File: config.mk
export PLATFORM = sky130hd
export DESIGN_NAME = pwm_capture
export DESIGN_NICKNAME = d
export VERILOG_FILES = /design/src/rtl/pwm_capture.sv
export SDC_FILE = /design/constraint.sdc
export NUM_CORES = 1
export LEC_CHECK = 0
export BUFFER_PORTS_ARGS = -buffer_cell sky130_fd_sc_hd__buf_4
export CAP_MARGIN = 20
export CORE_AREA = 2 2 82 84
export CTS_CLUSTER_SIZE = 10
export DETAILED_ROUTE_END_ITERATION = 8
export DIE_AREA = 0 0 84 86
export GPL_TIMING_DRIVEN = 0
export PLACE_DENSITY = 0.72
export REMOVE_ABC_BUFFERS = 1
export SYNTH_ARGS = -nofsm -noshare
export SYNTH_HDL_FRONTEND = slang
export SYNTH_SLANG_ARGS = --single-unit
File: constraint.sdc
create_clock -name clk -period 4.2 [get_ports clk]
set_clock_uncertainty 0.15 [all_clocks]
set_input_delay 0.63 -clock clk [delete_from_list [all_inputs] [get_ports clk]]
set_output_delay 0.63 -clock clk [all_outputs]
set_load 0.01 [all_outputs]
File: src/rtl/pwm_capture.sv
// pwm_capture: PWM high-time and period capture behind a 5-register CSR window.
// Optional 3-sample input glitch filter: define PWM_CAPTURE_GLITCH_FILTER_EN.
module pwm_capture #(
  parameter logic [4:0] BASE_ADDR = 5'h0
) (
  input  logic       clk,
  input  logic       rst,
  input  logic [4:0] csr_a,
  input  logic [7:0] csr_di,
  input  logic       csr_we,
  output logic [7:0] csr_do,
  input  logic       pwm_ce,
  input  logic       pwm_in
);

  typedef enum logic [1:0] {
    IDLE,
    ARM,
    HIGH,
    LOW
  } state_t;

  localparam logic [4:0] A_CTRL = BASE_ADDR;
  localparam logic [4:0] A_HTL  = BASE_ADDR + 5'd1;
  localparam logic [4:0] A_HTH  = BASE_ADDR + 5'd2;
  localparam logic [4:0] A_PRL  = BASE_ADDR + 5'd3;
  localparam logic [4:0] A_PRH  = BASE_ADDR + 5'd4;

  state_t      state;
  logic [1:0]  sync_q;
  logic        lvl;
  logic        lvl_nxt;
  logic        rise;
  logic        fall;
  logic        en;
  logic        freeze;
  logic        valid;
  logic        timeout;
  logic [15:0] cnt;
  logic [15:0] hcnt;
  logic [15:0] high_time;
  logic [15:0] period;
  logic [15:0] cnt_inc;
  logic        cnt_max;
  logic        ctrl_wr;
  logic        en_off;
  logic [7:0]  rd_data;

  always_ff @(posedge clk) begin
    if (rst) begin
      sync_q <= 2'b00;
    end else begin
      sync_q <= {sync_q[0], pwm_in};
    end
  end

`ifdef PWM_CAPTURE_GLITCH_FILTER_EN
  logic [1:0] hist;

  always_ff @(posedge clk) begin
    if (rst) begin
      hist <= 2'b00;
    end else if (pwm_ce) begin
      hist <= {hist[0], sync_q[1]};
    end
  end

  // level only moves once three consecutive samples agree
  always_comb begin
    lvl_nxt = lvl;
    if (sync_q[1] == hist[0] && sync_q[1] == hist[1]) begin
      lvl_nxt = sync_q[1];
    end
  end
`else
  assign lvl_nxt = sync_q[1];
`endif

  assign rise    = pwm_ce & lvl_nxt & ~lvl;
  assign fall    = pwm_ce & ~lvl_nxt & lvl;
  assign cnt_max = (cnt == 16'hFFFF);
  assign cnt_inc = cnt_max ? cnt : cnt + 16'd1;
  assign ctrl_wr = csr_we && (csr_a == A_CTRL);
  assign en_off  = ctrl_wr && !csr_di[7];

  always_ff @(posedge clk) begin
    if (rst) begin
      state     <= IDLE;
      lvl       <= 1'b0;
      en        <= 1'b0;
      freeze    <= 1'b0;
      valid     <= 1'b0;
      timeout   <= 1'b0;
      cnt       <= 16'h0000;
      hcnt      <= 16'h0000;
      high_time <= 16'h0000;
      period    <= 16'h0000;
    end else begin
      if (pwm_ce) begin
        lvl <= lvl_nxt;
      end
      if (ctrl_wr) begin
        en     <= csr_di[7];
        freeze <= csr_di[0];
        if (csr_di[6]) valid <= 1'b0;
        if (csr_di[5]) timeout <= 1'b0;
      end
      // status sets below override the clears above
      if (!en || en_off) begin
        state <= IDLE;
        cnt   <= 16'h0000;
        hcnt  <= 16'h0000;
      end else if (pwm_ce) begin
        unique case (state)
          IDLE: state <= ARM;
          ARM: begin
            if (rise) begin
              state <= HIGH;
              cnt   <= 16'd1;
            end
          end
          HIGH: begin
            if (fall) begin
              state <= LOW;
              hcnt  <= cnt;
              cnt   <= cnt_inc;
            end else if (cnt_max) begin
              state   <= ARM;
              cnt     <= 16'h0000;
              timeout <= 1'b1;
              if (!freeze) begin
                high_time <= {16{lvl}};
                period    <= 16'h0000;
              end
            end else begin
              cnt <= cnt_inc;
            end
          end
          LOW: begin
            if (rise) begin
              state <= HIGH;
              cnt   <= 16'd1;
              valid <= 1'b1;
              if (!freeze) begin
                high_time <= hcnt;
                period    <= cnt;
              end
            end else if (cnt_max) begin
              state   <= ARM;
              cnt     <= 16'h0000;
              timeout <= 1'b1;
              if (!freeze) begin
                high_time <= {16{lvl}};
                period    <= 16'h0000;
              end
            end else begin
              cnt <= cnt_inc;
            end
          end
        endcase
      end
    end
  end

  always_comb begin
    rd_data = 8'h00;
    unique case (1'b1)
      csr_a == A_CTRL: rd_data = {en, valid, timeout, lvl, 3'b000, freeze};
      csr_a == A_HTL:  rd_data = high_time[7:0];
      csr_a == A_HTH:  rd_data = high_time[15:8];
      csr_a == A_PRL:  rd_data = period[7:0];
      csr_a == A_PRH:  rd_data = period[15:8];
      default:         rd_data = 8'h00;
    endcase
  end

  always_ff @(posedge clk) begin
    if (rst) begin
      csr_do <= 8'h00;
    end else begin
      csr_do <= rd_data;
    end
  end

endmodule

Yosys cells after proc, flatten, opt, wreduce, memory -nomap -nowiden
Cells that the tools add are included.
{"block": "totals", "ff_bits": 81, "word_cells": 83}
{"block": "classes", "n_eq_ne": 11, "bitwise": 7, "mux": 38, "add_sub_neg": 1, "n_reduce_logical": 14}
{"operator": "2-to-1 mux 16 bit", "count": 15}
{"operator": "case mux 16 bit (2 select lines)", "count": 2}
{"operator": "case mux 16 bit (3 select lines)", "count": 1}
{"operator": "case mux 8 bit (5 select lines)", "count": 1}
{"operator": "adder 16 x 1 -> 16 bit (second input constant)", "count": 1}
{"operator": "== test 16 bit (second input constant)", "count": 1}
{"operator": "2-to-1 mux 1 bit", "count": 13}
{"operator": "== test 5 x 2 -> 1 bit (second input constant)", "count": 2}
{"operator": "2-to-1 mux 2 bit", "count": 4}
{"operator": "case mux 2 bit (4 select lines)", "count": 1}
{"operator": "AND reduction 3 bit", "count": 2}
{"operator": "== test 5 x 1 -> 1 bit (second input constant)", "count": 1}
{"operator": "== test 5 x 3 -> 1 bit (second input constant)", "count": 1}
{"operator": "zero test 5 bit", "count": 1}
{"operator": "AND reduction 5 bit", "count": 1}
{"operator": "AND 1 bit", "count": 4}
{"operator": "== test 2 bit (second input constant)", "count": 2}
{"operator": "inequality test 2 bit (second input constant)", "count": 2}
{"operator": "inequality test 3 bit (second input constant)", "count": 1}
{"operator": "inverter 1 bit", "count": 3}
{"operator": "nonzero test 3 bit", "count": 1}
{"operator": "== test 2 x 1 -> 1 bit (second input constant)", "count": 1}
{"operator": "logical AND 1 bit", "count": 2}
{"operator": "zero test 1 bit", "count": 2}
{"operator": "6 further kinds", "count": 6}

Longest topological paths before layout
Gate-level depths: netlist of the first run.
{"block": "logic_depth", "ltp_word": 8, "mapped_depth": 9, "ltp_nobuf": 7}

Worst setup path before layout of the first run
No wires, ideal clock.
{"block": "synth_timing", "path_type": "input to register", "start": "in csr_a[2]", "end": "reg period[6]", "stages": 8, "path_slack_ns": 1.658, "setup_ns": 0.117, "arrival_time_ns": 2.275, "required_time_ns": 3.933, "path_cell_list": "or3_1 -> o311ai_4 -> nor2b_1 -> buf_2 -> and2_1 -> buf_2 -> buf_2 -> a22o_1"}
{"block": "synth_between", "elab_chain_len": 6}
{"element": "start: declaration", "line": "8", "text": "input logic [4:0] csr_a,"}
{"element": "zero test 5 bit", "line": "83", "text": "assign ctrl_wr = csr_we && (csr_a == A_CTRL);"}
{"element": "logical AND 1 bit", "line": "83"}
{"element": "logical AND 1 bit", "line": "84", "text": "assign en_off = ctrl_wr && !csr_di[7];"}
{"element": "logical OR 1 bit", "line": "109", "text": "if (!en || en_off) begin"}
{"element": "inverter 1 bit (no line)"}
{"element": "AND reduction 5 bit (no line)"}
{"element": "end signal: assignment", "line": "146", "text": "period <= cnt;"}
{"element": "end: declaration", "line": "42", "text": "logic [15:0] period;"}
No other way between the ends.
A chain may end at the register's enable or synchronous reset.

Final worst setup path of the first run
{"block": "layout_timing", "start": "reg lvl", "end": "reg period[9]"}
{"block": "layout_between", "elab_chain_len": 4}
{"element": "start: declaration", "line": "31", "text": "logic lvl;"}
{"element": "start signal: assignment", "line": "100", "text": "lvl <= lvl_nxt;"}
{"element": "inverter 1 bit", "line": "79", "text": "assign rise = pwm_ce & lvl_nxt & ~lvl;"}
{"element": "AND 1 bit", "line": "79"}
{"element": "inequality test 3 bit (no line) / 2-to-1 mux 16 bit (equally long branches)"}
{"element": "AND reduction 5 bit (no line) / case mux 16 bit (2 select lines) (equally long branches)"}
Several ways; a longest one is shown, not always the timed one.

==> out/metrics.cfg, run 1 <==
[status]
outcome=finished clean

[floorplanning]
ios=26
chipWidth_microns=84
dieHeight_microns=86
coreArea_sq_um=6280
fp-row-count=29
die_area_sq_um=7220
start_util_pct=54.5

[worst_setup_path]
cp_slowest_stage_delay_ns=0.67
timing_worst_setup_path_type=flip-flop to flip-flop
startpoint_type=flip-flop
arrival_ns=3.09
path_max_fanout=16
cp.buffers_inverters=0
slowest_stage=and2_1
end_kind=flip-flop
critPathRequiredTime_ns=4.34
crit_family=simple AND/OR/NAND/NOR gates
crit_chain=and3b_1 -> a211oi_1 -> nor2b_1 -> and2_1 -> a22o_1

[yosys]
synth_xor_area_share_pct=2.30
synth_mux_area_share_pct=0.292
synth_top_family_by_area=simple AND/OR/NAND/NOR gates
synthAdderAreaFrac_pct=0.731
syn_inst=392
synth-simple-area-share_pct=22.7
syn_area_sq_um=3420
yosys_warnings=0
synth-compound-area-share_pct=22.3
synth_edf_count=0
synth-seq-cells=81
synthArstFlopShare_pct=0
synth.distinct_cells=47
seq_area_frac_synth_pct=47.4
avgSynthCellArea_sq_um=8.73
ys.flop_type=dfxtp_1

[timing]
final.min_clock_period_ns=2.95
setup_violations=0
relSlewSlack_pct=23.9
rsz0062_at_grt=false
fin_setup_tns_ns=0
hold_viol=0
min_period_over_period_pct=70.3
whs_ns=0.307
tightest_slew_ns=1.14
fmax_mhz=339
timing.final.max_slew_violations=0

[placed_design]
port_buffers=21
dp_hpwl_mm=5.46
dp.cells=468
gp_congestion=0.811

[final_layout]
diodes=0
final_nets=423
layout-drive-gt1-share_pct=11.3
final_cells=485
utilization_pct=60.8
syn_to_final_growth_pct=11.5

[detailed_routing]
first_pass_iters=6
wl_per_cell_microns=17.0
drc=0
totalWireLength_mm=8.26
antenna_left=0
num_vias=2949
drt-initial-drc-count=251
avgViaCountPerCell=6.08

[pwr]
powerDensity_nw_per_um2=370
switching_power_mw=0.296
pwr-share-clk_pct=43.3
sw_frac_of_total_pct=21.0
internal-power_mw=1.11
power.leakage_nw=1.31
peakVddDrop_v=0.000272
comb_power_share_pct=2.2
power_mw=1.41
p_seq_share_pct=54.6

[clock_network]
htree_levels=3
cts_tree=built
root_buffer=clkbuf_8
postCtsSetupBuffers=0
cts_sinks=81
holdBufCountCts=0
path_clk_slew_ns=0.08
cts.repair.resized=0
cts_buffers=9
clk-insertion-delay-late_ns=0.35
max-clock-path-buffers=2

[global_route]
grt_usage_pct=23.6
grt_overflow=0
grt_pass1_vias=2695
grt_pass1_wl_mm=13.5
grt_max_degree=33
antenna_found_initial=0

[min_path]
hp-class=flip-flop to flip-flop

[job]
maxCapViolations=0

==> cell families after synthesis <==
kind of cell,Yosys count
buf+inv,31
mux,1
xor+xnor,9
simple gates,163
flops,81
compound gates,105
fa+ha+maj,2
==> routing by layer <==
layer	wire (microns)	up-vias	global-route usage, %
li1	-	1440	-
met1	3850	1411	32.6
met2	3770	86	37.3
met5	0	-	0
met3	493	12	4.14
met4	149	0	8.94
==> power groups by stage <==
stage / registers (mW) / logic, mW / clock network (mW)
2_1_floorplan: 0.788 / 0.0119 / 0
3_3_place_gp: 0.788 / 0.0293 / 0
3_5_place_dp: 0.788 / 0.0302 / 0
4_1_cts: 0.770 / 0.0303 / 0.614
5_1_grt: 0.770 / 0.0338 / 0.648
6_report: 0.770 / 0.0307 / 0.610
==> registers in the layout (all words and copies together), names as in the netlist, 2 cells and up <==
signal and flops:
csr_do 8, high_time 16, cnt 16, sync_q 2
period 16, hcnt 16, state 2
==> tightest hold or removal path: stages, from the launching register on <==
cell	delay [ns]
dfxtp_1	0.31
nand2_1	0.05
a21oi_1	0.05
==> Yosys cell counts, types with 3 or more instances <==
master / instances / area share [%]
buf_2: 9 / 1.3
nor2_1: 22 / 2.4
xnor2_1: 7 / 1.8
a22oi_1: 7 / 1.5
nand3_1: 13 / 1.9
a222oi_1: 8 / 2.3
buf_6: 3 / 0.99
o21ai_0: 3 / 0.44
nand4_1: 5 / 0.91
o21ai_1: 3 / 0.44
a22o_1: 32 / 8.2
nor3_1: 8 / 1.2
nor4_1: 7 / 1.3
inv_1: 5 / 0.55
nor2b_1: 3 / 0.55
a211oi_1: 3 / 0.66
dfxtp_1: 81 / 47
a21oi_1: 41 / 6.0
clkbuf_1: 13 / 1.4
nand3b_1: 4 / 0.88
nand2_1: 82 / 9.0
==> per-stage QoR <==
step,area [sq um],worst slack [ns]
2_1_floorplan,3290,1.24
3_5_place_dp,3600,0.551
5_1_grt,3820,1.04
4_1_cts,3810,0.901
6_report,3820,1.25
3_3_place_gp,3550,0.298
==> cell usage in the layout (no fill, tap or decap), types with 2 or more instances in the layout <==
cell type,netlist,layout
inv_1,5,5
nand4_1,5,5
or4_1,2,2
buf_6,3,4
xor2_1,2,2
nor4_1,7,7
a22oi_1,7,7
a211oi_1,3,3
nor3b_1,2,2
dfxtp_1,81,81
clkbuf_1,13,2
a21oi_1,41,41
o21ai_0,3,3
buf_4,0,22
o21ai_1,3,3
a22o_1,32,32
nand3_1,13,13
bufinv_16,0,2
ha_1,2,2
a222oi_1,8,8
clkbuf_8,0,9
nor3_1,8,8
nand2_1,82,82
clkinvlp_4,0,2
nor2b_1,3,3
nand2b_1,2,2
xnor2_1,7,7
nand3b_1,4,4
and3_1,2,2
or3b_1,2,2
nor2_1,22,22
==> area by class of cell <==
type / count / area (sq um)
clock inverter: 5 / 80.1
timing repair buffer: 26 / 210
multi-input combinational: 280 / 1660
clock buffer: 11 / 131
tap: 77 / 96.3
fill: 554 / 2460
sequential: 81 / 1620
inverter: 5 / 18.8
==> worst paths after layout <==
check                    to  cells past startpoint  slack, ns    start
setup / recovery  period[9]                      5       1.25      lvl
hold / removal      hcnt[5]                      2       0.31  hcnt[5]
setup reg to reg  period[9]                      5       1.25      lvl
hold reg to reg     hcnt[5]                      2       0.31  hcnt[5]
No activity file was read; power rests on OpenSTA's default activity.
==> run 2, diff against run 1 <==
Settings changed: CORE_AREA 2 2 82 84 to 2 2 84 86, DIE_AREA 0 0 84 86 to 0 0 86 88.
Clock period 4.2 ns to 2.5 ns, I/O delays scaled along.
==> run 2 against run 1 <==
Against the previous run: count of clock-buffer cells in the layout grew 3; register-to-register slack lost 1.2 ns; critical endpoint is now period[14]; critical path type unchanged; first-iteration DRC count grew 4.8%; worst hold slack lost 0.21 ns; design area grew 7.1%; worst setup slack lost 1.2 ns; routed wire length grew 7.2%; combinational power grew 110%; highest routed layer unchanged.
==> out/metrics.cfg, run 2 (synthesized netlist as in run 1, its figures left out) <==
[timing]
whs_ns=0.0946
final.min_clock_period_ns=2.45
min_period_over_period_pct=97.8
timing.final.max_slew_violations=0
fin_setup_tns_ns=0
setup_slack_ns=0.0540
fmax_mhz=409
tightest_slew_ns=1.10
relSlewSlack_pct=26.3
hold_viol=0
setup_violations=0
rsz0062_at_grt=true

[floorplanning]
coreArea_sq_um=6640
start_util_pct=51.5
ios=26
die_area_sq_um=7570
dieHeight_microns=88
chipWidth_microns=86
fp-row-count=30

[clock_network]
max-clock-path-buffers=2
cts_sinks=81
clk-insertion-delay-late_ns=0.35
path_clk_slew_ns=0.08
htree_levels=3
cts_tree=built
cts_buffers=9
root_buffer=clkbuf_8

[final_layout]
syn_to_final_growth_pct=19.5
final_area_sq_um=4090
final_nets=436
final_common_cell=nand2_1
final_cell_mix=82 x nand2_1, 75 x dfxtp_1, 41 x a21oi_1, 32 x a22o_1, 32 x buf_4
final_cells=501
diodes=0
utilization_pct=61.6
layout-drive-gt1-share_pct=17.6
fill_cells=549

[pwr]
switching_power_mw=0.491
power.leakage_nw=1.40
pwr-share-clk_pct=44.1
internal-power_mw=1.93
comb_power_share_pct=2.6
power_mw=2.42
p_seq_share_pct=53.3
sw_frac_of_total_pct=20.3
peakVddDrop_v=0.000404
powerDensity_nw_per_um2=592

[global_route]
grt_pass1_wl_mm=14.6
antenna_found_initial=0
grt_usage_pct=25.0
grt_max_degree=18
grt_pass1_vias=2883
grt_overflow=0

[worst_setup_path]
cp_slowest_stage_delay_ns=0.61
slowest_stage=or4_4
crit_family=simple AND/OR/NAND/NOR gates
path_max_fanout=8
end_kind=flip-flop
timing_worst_setup_path_type=flip-flop to flip-flop
crit_chain=ha_2 -> nand3_4 -> or4_4 -> o22ai_4 -> buf_12 -> a31oi_4 -> a22o_1
critPathRequiredTime_ns=2.59
startpoint_type=flip-flop
arrival_ns=2.54
cp.buffers_inverters=1

[detailed_routing]
avgViaCountPerCell=6.15
num_vias=3083
antenna_left=0
drt-initial-drc-count=263
wl_per_cell_microns=17.7
drc=0
totalWireLength_mm=8.86
first_pass_iters=5

[placed_design]
post_dp_cell_area_sq_um=3590
port_buffers=21
dp_hpwl_mm=5.35
gp_congestion=0.867
dp.cells=470
pre_cts_slack_ns=-0.880

[status]
outcome=finished clean

[min_path]
hp-class=input pin to flip-flop

[job]
maxCapViolations=0

[run 2: what timing repair did]
| action | CTS | global route |
|---|---|---|
| hold buffers | 0 | 0 |
| pin swaps | 7 | 13 |
| endpoints found under the setup margin | 44 | 46 |
| cloned | 4 | 0 |
| setup buffers | 2 | 9 |
| resized for setup | 18 | 10 |
[run 2: path summary, 6_finish.rpt]
kind / slack [ns] / cells after the start / startpoint / endpoint
worst min-delay path: 0.09 / 2 / pwm_in / sync_q[0]
worst max register to register: 0.05 / 7 / cnt[0] / period[14]
worst min register to register: 0.30 / 2 / hcnt[10] / hcnt[10]
worst max-delay path: 0.05 / 7 / cnt[0] / period[14]
[run 2: power by group through the flow]
stage	combinational, mW	sequential, mW	clock [mW]
floorplan	0.0201	1.32	0
global placement	0.0489	1.32	0
global route	0.0678	1.29	1.14
CTS	0.0613	1.29	1.08
finish	0.0635	1.29	1.07
detailed placement	0.0506	1.32	0
[run 2: layout make-up]
cell class	count	area [sq um]	area share, %
Clock inverter	2	60.1	1.47
Sequential cell	81	1630	39.9
Clock buffer	14	163	3.98
Timing Repair Buffer	35	283	6.91
Tap cell	80	100	2.45
Multi-Input combinational cell	284	1830	44.8
Inverter	5	18.8	0.459
[run 2: routing by layer]
| metal | vias up | global-route usage (%) | wire length (microns) |
|---|---|---|---|
| met5 | - | 0 | 0 |
| met4 | 0 | 12.0 | 240 |
| met3 | 25 | 6.13 | 584 |
| met2 | 115 | 40.8 | 4310 |
| met1 | 1459 | 31.1 | 3730 |
| li1 | 1484 | - | - |
==> run 3, diff against run 2 <==
Settings changed: CORE_AREA 2 2 84 86 to 2 2 86 88, DIE_AREA 0 0 86 88 to 0 0 88 90, PLACE_DENSITY 0.72 to 0.69.
==> run 3 against run 2 <==
Against the previous run: worst setup slack improved by 0.032 ns; design area fell by 0.21%; die area rose by 4.7%; clock power fell by 12%; non-clock buffer count rose by 2; sequential cell count did not move; core utilization fell by 3.4 points; highest routed layer unchanged; final cell count rose by 4.2%; largest cell class unchanged; sequential power barely moved; maximum frequency rose by 1.3%; global-route usage fell by 0.71 points.
==> out/metrics.cfg, run 3 (synthesized netlist as in run 1, its figures left out) <==
[worst_setup_path]
path_max_fanout=16
startpoint_type=input pin
timing_worst_setup_path_type=input pin to flip-flop
end_kind=flip-flop
worstRegToRegCells=5
arrival_ns=2.51
critPathLaunch=csr_a[1]
r2r_slack_ns=0.09
rr_startpoint=lvl
critPathCapture=period[11]
critPathRequiredTime_ns=2.60
r2r-end=cnt[14]

[pwr]
switching_power_mw=0.525
powerDensity_nw_per_um2=563
p_seq_share_pct=56.2
power_mw=2.30
internal-power_mw=1.77
pwr-share-clk_pct=41.0
sw_frac_of_total_pct=22.8
peakVddDrop_v=0.000229
power.leakage_nw=1.39
comb_power_share_pct=2.8

[detailed_routing]
dr_wl_met3_microns=622
totalWireLength_mm=9.35
dr_wl_met2_mm=4.44
drt-initial-drc-count=281
first_pass_iters=5
top_layer=met4
drc=0
wl_met1_mm=4.01
wl_per_cell_microns=17.9
num_vias=3073
avgViaCountPerCell=5.89
antenna_left=0

[clock_network]
cts_tree=built
cts_sinks=81
path_clk_slew_ns=0.08
holdBufCountCts=0
root_buffer=clkbuf_8
max-clock-path-buffers=2
cts_buffers=9
htree_levels=3
clk-insertion-delay-late_ns=0.35

[floorplanning]
coreArea_sq_um=7020
ios=26
fp-row-count=31
chipWidth_microns=88
die_area_sq_um=7920
dieHeight_microns=90
start_util_pct=48.8

[final_layout]
final_nets=438
final_area_sq_um=4080
syn_to_final_growth_pct=19.3
final_common_cell=nand2_1
final_cell_mix=82 x nand2_1, 77 x dfxtp_1, 41 x a21oi_1, 33 x buf_4, 32 x a22o_1
diodes=0
utilization_pct=58.2
final_cells=522
layout-drive-gt1-share_pct=17.3

[global_route]
grt_pass1_wl_mm=14.8
grt_pass1_vias=2880
grt_overflow=0
grt_usage_pct=24.3
grt_max_degree=17
antenna_found_initial=0

[placed_design]
gp_congestion=0.818
dp.cells=490
pre_cts_slack_ns=-0.872
post_dp_cell_area_sq_um=3620
dp_hpwl_mm=5.48
port_buffers=21

[job]
maxCapViolations=0

[status]
outcome=finished clean

[timing]
relSlewSlack_pct=31.8
setup_violations=0
tightest_slew_ns=1.02
fin_setup_tns_ns=0
setup_slack_ns=0.0863
whs_ns=0.0860
final.min_clock_period_ns=2.41
min_period_over_period_pct=96.5
hold_viol=0
timing.final.max_slew_violations=0
fmax_mhz=414

[min_path]
hp-class=input pin to flip-flop

[run 3: cell type report]
class                      count  area (sq um)
fill                         629          2940
multi-input combinational    284          1830
sequential                    81          1630
clock inverter                 5          56.3
timing repair buffer          37           295
tap                           99           124
clock buffer                  11           131
inverter                       5          18.8
[run 3: metal layers]
metal	up-vias	GRT usage, %
met4	0	10.9
met5	-	0
met2	122	38.0
li1	1483	-
met1	1448	32.4
met3	20	4.22
[run 3: what timing repair did]
item	CTS	global route
resized for setup	15	8
buffers inserted	4	7
gates cloned	4	0
pin swaps	7	2
setup endpoints to repair	43	51
[run 3: worst min path at each step]
stage                         start         to  slack (ns)  cells past startpoint
after global routing         pwm_in  sync_q[0]         0.1                      2
after detailed placement    hcnt[0]    hcnt[0]        0.30                      2
after global placement     hcnt[10]   hcnt[10]        0.29                      2
after floorplan           sync_q[0]  sync_q[1]        0.26                      1
after CTS                    pwm_in  sync_q[0]        0.08                      2
final                        pwm_in  sync_q[0]        0.09                      2
[run 3: critical path: stages]
cell and delay (ns):
buf_4 0.13, or3b_1 0.48, o311ai_4 0.75, nor2b_4 0.17, and2_2 0.38, a22o_1 0.22
[run 3: power groups by stage]
stage	Combinational (mW)	Sequential [mW]	Clock, mW
final	0.0641	1.29	0.943
after global routing	0.0677	1.29	1.00
after CTS	0.0625	1.29	0.943
after detailed placement	0.0516	1.32	0
after global placement	0.0495	1.32	0
after floorplan	0.0201	1.32	0
